==> config.mk <==
export PLATFORM = sky130hd
export DESIGN_NAME = rco_event_capture
export DESIGN_NICKNAME = d
export VERILOG_FILES = /design/src/rtl/rco_event_capture.sv
export SDC_FILE = /design/constraint.sdc
export NUM_CORES = 1
export LEC_CHECK = 0
export CAP_MARGIN = 0
export CORE_AREA = 3 3 195 197
export DETAILED_ROUTE_END_ITERATION = 12
export DIE_AREA = 0 0 198 200
export GPL_TIMING_DRIVEN = 0
export PLACE_DENSITY_LB_ADDON = 0.15
export SLEW_MARGIN = 20
export SYNTH_ARGS = -nofsm -noshare
export SYNTH_HDL_FRONTEND = slang
export SYNTH_SLANG_ARGS = --single-unit
==> constraint.sdc <==
create_clock -name CLK -period 3.65 [get_ports CLK]
set_input_delay 0.73 -clock CLK [delete_from_list [all_inputs] [get_ports CLK]]
set_output_delay 0.73 -clock CLK [all_outputs]
set_load 0.05 [all_outputs]
==> src/rtl/rco_event_capture.sv <==
// Event monitor for counter32b: timestamps enabled RCO/LOAD strobes into a small
// show-ahead FIFO drained over valid/ready, plus a saturating RCO tally.
module rco_event_capture #(
  parameter int WIDTH    = 32,
  parameter int TS_WIDTH = 16,
  parameter int DEPTH    = 4
) (
  input  logic                     CLK,
  input  logic                     RESET,
  input  logic                     ENABLE,
  input  logic                     RCO,
  input  logic                     LOAD,
  input  logic [WIDTH-1:0]         Q,
  input  logic [1:0]               MODO,
  output logic                     EV_VALID,
  input  logic                     EV_READY,
  output logic [1:0]               EV_KIND,
  output logic [TS_WIDTH-1:0]      EV_TS,
  output logic [WIDTH-1:0]         EV_Q,
  output logic [1:0]               EV_MODO,
  output logic [15:0]              RCO_COUNT,
  output logic [$clog2(DEPTH):0]   LEVEL,
  output logic                     DROP
);

  localparam int PW = $clog2(DEPTH);
  localparam int LW = PW + 1;

  function automatic logic [15:0] sat_inc16(input logic [15:0] v);
    return (v == 16'hFFFF) ? v : v + 16'd1;
  endfunction

  logic [TS_WIDTH-1:0] ts_q;
  logic [PW-1:0]       wr_ptr_q, rd_ptr_q, wr_ptr_d, rd_ptr_d;
  logic [LW-1:0]       level_q, level_d;
  logic                drop_q;
  logic [15:0]         rco_cnt_q;

  logic [1:0]          mem_kind_q [DEPTH];
  logic [TS_WIDTH-1:0] mem_ts_q   [DEPTH];
  logic [WIDTH-1:0]    mem_q_q    [DEPTH];
  logic [1:0]          mem_modo_q [DEPTH];

  logic [1:0]          hd_kind_q, hd_kind_d;
  logic [TS_WIDTH-1:0] hd_ts_q, hd_ts_d;
  logic [WIDTH-1:0]    hd_q_q, hd_q_d;
  logic [1:0]          hd_modo_q, hd_modo_d;

  logic ev, full, push, pop;

  assign ev   = ENABLE & (RCO | LOAD);
  assign full = (level_q == LW'(DEPTH));
  assign pop  = (level_q != '0) & EV_READY;
  // A full FIFO still accepts an event when the head leaves in the same cycle.
  assign push = ev & (~full | pop);

  assign wr_ptr_d = push ? wr_ptr_q + PW'(1) : wr_ptr_q;
  assign rd_ptr_d = pop  ? rd_ptr_q + PW'(1) : rd_ptr_q;

  always_comb begin
    level_d = level_q;
    case ({push, pop})
      2'b10:   level_d = level_q + LW'(1);
      2'b01:   level_d = level_q - LW'(1);
      default: level_d = level_q;
    endcase
  end

  // Next head: the incoming event bypasses storage when it lands in the head slot.
  always_comb begin
    hd_kind_d = mem_kind_q[rd_ptr_d];
    hd_ts_d   = mem_ts_q[rd_ptr_d];
    hd_q_d    = mem_q_q[rd_ptr_d];
    hd_modo_d = mem_modo_q[rd_ptr_d];
    if (push && (wr_ptr_q == rd_ptr_d)) begin
      hd_kind_d = {LOAD, RCO};
      hd_ts_d   = ts_q;
      hd_q_d    = Q;
      hd_modo_d = MODO;
    end
  end

  // Capture stage: control state and head registers
  always_ff @(posedge CLK) begin
    if (RESET) begin
      ts_q      <= '0;
      wr_ptr_q  <= '0;
      rd_ptr_q  <= '0;
      level_q   <= '0;
      drop_q    <= 1'b0;
      rco_cnt_q <= '0;
      hd_kind_q <= '0;
      hd_ts_q   <= '0;
      hd_q_q    <= '0;
      hd_modo_q <= '0;
    end else begin
      ts_q     <= ts_q + TS_WIDTH'(1);
      wr_ptr_q <= wr_ptr_d;
      rd_ptr_q <= rd_ptr_d;
      level_q  <= level_d;
      if (ev && full && !pop)
        drop_q <= 1'b1;
      if (ENABLE && RCO)
        rco_cnt_q <= sat_inc16(rco_cnt_q);
      if (level_d != '0) begin
        hd_kind_q <= hd_kind_d;
        hd_ts_q   <= hd_ts_d;
        hd_q_q    <= hd_q_d;
        hd_modo_q <= hd_modo_d;
      end
    end
  end

  // Storage stage: plain register array, written only on push
  always_ff @(posedge CLK) begin
    if (push && !RESET) begin
      mem_kind_q[wr_ptr_q] <= {LOAD, RCO};
      mem_ts_q[wr_ptr_q]   <= ts_q;
      mem_q_q[wr_ptr_q]    <= Q;
      mem_modo_q[wr_ptr_q] <= MODO;
    end
  end

  assign EV_VALID  = (level_q != '0);
  assign EV_KIND   = hd_kind_q;
  assign EV_TS     = hd_ts_q;
  assign EV_Q      = hd_q_q;
  assign EV_MODO   = hd_modo_q;
  assign RCO_COUNT = rco_cnt_q;
  assign LEVEL     = level_q;
  assign DROP      = drop_q;

endmodule

==> impl_metrics.json, run 1 <==
{
  "status": "completed",
  "synth_edf_count": 208,
  "io_pins": 113,
  "finalSetupViolations": 0,
  "r2r-start": "LEVEL[0]",
  "r2r_cells": 12,
  "coreArea_um2": 36430,
  "final_common_cell": "edfxtp_1",
  "hpwl_mm": 29.24,
  "pre_cts_slack_ns": -1.603,
  "initial_core_util_pct": 39.89,
  "port_buffers": 110,
  "synthArstFlopShare_pct": 0,
  "antenna_found_initial": 1,
  "syn_to_final_growth_pct": 21.02,
  "postLayoutCoreUtil_pct": 48.28,
  "gp_congestion": 0.8102,
  "die_w_um": 198,
  "cts_buffers": 35,
  "reg2reg_to": "EV_Q[20]",
  "synth_flop_cell": "edfxtp_1",
  "synthDominantCellAreaShare_pct": 42.97,
  "min_path_type": "reg2reg",
  "synth_area_um2": 14540,
  "synth.distinct_cells": 51,
  "fin_ws_ns": 0.1344,
  "switching_share_pct": 29.51,
  "hold_slack_ns": 0.4656,
  "path_clk_slew_ns": 0.06,
  "cap_violations": 0,
  "rsz0062_at_grt": "no",
  "syn_nets": 1252,
  "fp.dieH_um": 200,
  "p_comb_share_pct": 21.5,
  "htreeDepth": 2,
  "row_count": 70,
  "vias": 11350,
  "n_antenna_cell": 0,
  "power.density_nw_per_um2": 547.5,
  "grt_pass1_wl_mm": 69.08,
  "overflow": 0,
  "yosysSeqAreaShare_pct": 55.64,
  "drt-initial-drc-count": 880,
  "maxSlewViolCount": 0,
  "routed_wl_mm": 45.59,
  "drc": 0,
  "routed_via_density": 6.143,
  "min_path_cells": 1,
  "wl_per_cell_um": 24.67,
  "drive_gt1_share_pct": 7.681,
  "cts_root_buf": "clkbuf_16",
  "clk_latency_ns": 0.52,
  "hp-start": "EV_Q[3]",
  "crit_arrival_ns": 3.72,
  "yosys-top-cells-area": "edfxtp_1 43%, dfxtp_1 13%, mux2i_1 11%",
  "clk_path_buf_depth": 3,
  "clock.fmax_mhz": 284.4,
  "fin_crit_sh_pct": 96.32,
  "grt_usage_pct": 22.71,
  "cts_hold_buffers": 0,
  "path_class": "in2reg",
  "required_ns": 3.85,
  "ir_drop_mv": 0.3107,
  "yosys.area.top_type": "edfxtp_1",
  "postCtsSetupBuffers": 0,
  "relSlewSlack_pct": 33.69,
  "first_pass_iters": 5,
  "avgSynthCellArea_um2": 12.06,
  "path_max_fanout": 29,
  "startpoint_type": "input port",
  "cts.sinks": 300,
  "ys.warnings.count": 0,
  "hold_viol": 0,
  "min_to": "EV_Q[3]",
  "cts_tree": "yes",
  "leakagePower_uw": 0.006562,
  "cp-end-kind": "register",
  "tightest_slew_ns": 0.9902,
  "clkPwrFrac_pct": 38.1,
  "die-area_um2": 39600,
  "dpl.cell_count": 1788,
  "r2r_setup_slack_ns": 0.28,
  "grt_pass1_vias": 11530,
  "switchingPower_uw": 2842,
  "intPower_uw": 6788,
  "final_cells": 1848,
  "final_cell_mix": "208 x edfxtp_1, 153 x mux2i_1, 114 x nand2_1",
  "setup-tns-final_ns": 0,
  "ys_ff_latch": 300,
  "seq_power_share_pct": 40.4,
  "grt_max_degree": 45,
  "fin_crit_ns": 3.516,
  "synth_cells": 1205,
  "nets": 1401,
  "antenna_left": 0,
  "clock_skew_ns": 0.01383
}
-- stage by stage --
stage / total power (uW) / area (um^2)
after floorplan: 5279 / 14540
after global placement: 5999 / 16220
after detailed placement: 6023 / 16340
after CTS: 9691 / 17580
after global routing: 9959 / 17590
final: 9630 / 17590
-- worst max path at each step --
stage | start | endpoint | slack (ns) | cells after the start
2_1_floorplan | EV_READY | EV_Q[30] | 0.13 | 13
3_3_place_gp | RCO | mem_q_q[3][0] | -2.42 | 6
3_5_place_dp | RCO | EV_TS[11] | -1.60 | 12
4_1_cts | LOAD | EV_KIND[1] | 0.07 | 11
5_1_grt | ENABLE | mem_ts_q[3][4] | 0.002 | 7
6_report | ENABLE | mem_ts_q[3][0] | 0.13 | 7
-- layer usage --
metal / vias up / track usage, % / wire, um / part of all wire, %
met1: 5686 / 31.58 / 20360 / 45
li1: 5149 / - / - / -
met4: 4 / 7.549 / 1248 / 2.7
met2: 411 / 36.47 / 20950 / 46
met3: 103 / 3.844 / 2995 / 6.6
met5: - / 0 / 27 / 0.059
-- power groups by stage --
| stage | clock network [uW] | registers, uW | logic (uW) |
|---|---|---|---|
| 6_report | 3660 | 3890 | 2070 |
| 3_5_place_dp | 0 | 3970 | 2060 |
| 2_1_floorplan | 0 | 4310 | 973 |
| 5_1_grt | 3850 | 3910 | 2200 |
| 4_1_cts | 3720 | 3890 | 2070 |
| 3_3_place_gp | 0 | 3970 | 2030 |
-- final cells by class --
type                       instances  area [um^2]
multi-input combinational        766         5932
inverter                           7        26.28
clock inverter                    18        195.2
tap                              468        585.6
clock buffer                      45         1017
buffer                           129        538.0
sequential                       300         8088
fill                            3265        18840
timing repair buffer             115         1209
-- synthesized netlist by cell type (all sizes together), types with 2 or more instances --
master and count:
nand3 15, o211ai 2, o21ai 6, o311a 51, ha 6, xnor2 15
nor3 4, or3 57, dfxtp 92, a221o 51, or2 2, mux2i 153
o31ai 3, nor4b 3, buf 31, nand4 16, a21oi 10, and4 3
nor2b 5, a311oi 51, or4 4, nor2 41, a32o 52, clkbuf 101
nand2 114, xor2 14, and3 4, a211oi 52, nor4 6, edfxtp 208
inv 7, nor3b 3, a31oi 3, and2 8
-- registers in the layout (all words and copies together), names as in the netlist --
| register | flops |
|---|---|
| mem_ts_q | 64 |
| RCO_COUNT | 16 |
| EV_Q | 32 |
| EV_KIND | 2 |
| rd_ptr_q | 2 |
| EV_MODO | 2 |
| ts_q | 16 |
| EV_TS | 16 |
| LEVEL | 3 |
| mem_modo_q | 8 |
| DROP | 1 |
| wr_ptr_q | 2 |
| mem_q_q | 128 |
| mem_kind_q | 8 |
-- critical path: stages --
cell and delay [ns]:
clkdlybuf4s50_1 0.63, o21ai_4 0.13, nor3_1 0.24, clkbuf_1 0.61, clkbuf_1 0.49, and2_4 0.59
buf_12 0.28
-- repair_timing --
action                     in CTS  in global routing
setup endpoints to repair     141                 74
pin swaps                       0                  1
hold endpoints to repair        0                  0
resized for setup              15                 13
-- kinds of logic after synthesis --
family	synth area share, %
AND/OR/NAND/NOR	9.684
XOR/XNOR	1.747
buffers and inverters	3.831
AO/OA/AOI/OAI	17.90
multiplexers	10.54
flip-flops	55.64
adder cells (fa/ha/maj)	0.6542
Power figures use the tool's default switching activity.
==> inputs of run 2 (changes only) <==
Settings changed: CAP_MARGIN 0 to unset.
Clock period 3.65 ns to 4.5 ns, I/O delays scaled along.
==> impl_metrics.json, run 2 (synthesis gave the netlist of run 1 again) <==
{
  "hpwl_mm": 29.24,
  "coreArea_um2": 36430,
  "r2r-start": "LEVEL[1]",
  "cts_root_buf": "clkbuf_16",
  "cts_tree": "yes",
  "syn_to_final_growth_pct": 20.93,
  "crit_arrival_ns": 4.73,
  "startpoint": "RCO",
  "r2r_setup_slack_ns": 0.60,
  "clock.fmax_mhz": 230.5,
  "port_buffers": 110,
  "hold_viol": 0,
  "min_path_type": "reg2reg",
  "drc": 0,
  "routed_via_density": 6.143,
  "ir_drop_mv": 0.2524,
  "fin_ws_ns": 0.1618,
  "power.density_nw_per_um2": 444.1,
  "leakagePower_uw": 0.006532,
  "cts_hold_buffers": 0,
  "overflow": 0,
  "grt_pass1_vias": 11530,
  "final_cells": 1850,
  "initial_core_util_pct": 39.89,
  "pre_cts_slack_ns": -0.9228,
  "final_design_area_no_fill_um2": 17580,
  "final_common_cell": "edfxtp_1",
  "first_pass_iters": 5,
  "largest_reg_flops": 128,
  "vias": 11360,
  "die-area_um2": 39600,
  "fillers": 3264,
  "routed_wl_mm": 45.66,
  "finalSetupViolations": 0,
  "maxSlewViolCount": 0,
  "clock_skew_ns": 0.01246,
  "drive_gt1_share_pct": 7.236,
  "path_class": "in2reg",
  "placed_cell_area_um2": 16340,
  "antenna_found_initial": 1,
  "n_antenna_cell": 0,
  "hp-start": "EV_Q[15]",
  "grt_pass1_wl_mm": 69.09,
  "status": "completed",
  "fp.dieH_um": 200,
  "wl_per_cell_um": 24.68,
  "grt_max_degree": 45,
  "clk_latency_ns": 0.51,
  "path_clk_slew_ns": 0.06,
  "cts.sinks": 300,
  "crit_path_end": "EV_KIND[1]",
  "required_ns": 4.90,
  "tightest_slew_ns": 0.9655,
  "io_pins": 113,
  "relSlewSlack_pct": 35.35,
  "startpoint_type": "input port",
  "postCtsSetupBuffers": 0,
  "clk_path_buf_depth": 3,
  "cp-end-kind": "register",
  "rsz0062_at_grt": "no",
  "nets": 1403,
  "die_w_um": 198,
  "gp_congestion": 0.8102,
  "top_register": "mem_q_q",
  "htreeDepth": 2,
  "antenna_left": 0,
  "final_cell_mix": "208 x edfxtp_1, 153 x mux2i_1, 114 x nand2_1",
  "report.power.total_uw": 7806,
  "postLayoutCoreUtil_pct": 48.24,
  "r2r_cells": 12,
  "fin_crit_sh_pct": 96.40,
  "dpl.cell_count": 1788,
  "reg2reg_to": "EV_KIND[1]",
  "grt_usage_pct": 22.71,
  "path_max_fanout": 10,
  "cap_violations": 0,
  "fin_crit_ns": 4.338,
  "cts_buffers": 35,
  "row_count": 70,
  "drt-initial-drc-count": 875
}
run 2: worst max-delay path: stages:
cell and delay, ns:
clkdlybuf4s50_1 0.68, o21ai_2 0.40, clkbuf_1 0.37, nand2_1 0.13, fa_1 0.51, and2_1 0.22, and3b_1 0.18, a21boi_0 0.38
a31oi_4 0.25, clkbuf_1 0.38, a32o_1 0.33
run 2: routing by layer:
metal	GRT usage (%)	routed length (um)
met2	36.47	20880
met1	31.59	20350
met3	3.844	3166
met5	0	27
met4	7.549	1231
run 2: area by class of cell:
class,instances,area (um^2),share of cell area [%]
plain buffers,131,533.0,3.032
clock buffers,45,1017,5.787
clock inverters,18,195.2,1.110
inverters,7,26.28,0.1495
multi-input cells,766,5924,33.71
flip-flops and latches,300,8088,46.01
well taps,468,585.6,3.331
repair buffers,115,1207,6.869
run 2: stage by stage:
stage | hold WS (ns) | setup TNS (ns)
after CTS | 0.4686 | 0
after floorplan | 0.4583 | 0
final | 0.4658 | 0
after global placement | 0.4497 | -400.08
after global routing | 0.4862 | 0
after detailed placement | 0.4545 | -42.21
run 2: worst min-delay path by stage:
stage / cells after the start / endpoint / slack [ns]
after floorplan: 0 / mem_ts_q[0][10] / 0.46
final: 1 / EV_Q[15] / 0.47
after detailed placement: 1 / EV_Q[3] / 0.45
after global placement: 1 / EV_Q[1] / 0.45
after CTS: 1 / EV_Q[3] / 0.47
after global routing: 1 / EV_Q[13] / 0.49
run 2: power by group:
part	internal (uW)	switching [uW]
clock network	1830	1140
registers	3080	78.4
logic	599	1080
total	5500	2300
run 2: timing repair:
action,in CTS,in global routing
gates resized for setup,3,9
setup endpoints to repair,50,46
pin swaps,0,0
==> inputs of run 3 (changes only) <==
Settings changed: GPL_ROUTABILITY_DRIVEN set to 1, SKIP_LAST_GASP set to 1.
==> results of run 3 <==
Same layout as run 2: the final DEF is identical, and so are final timing and power.
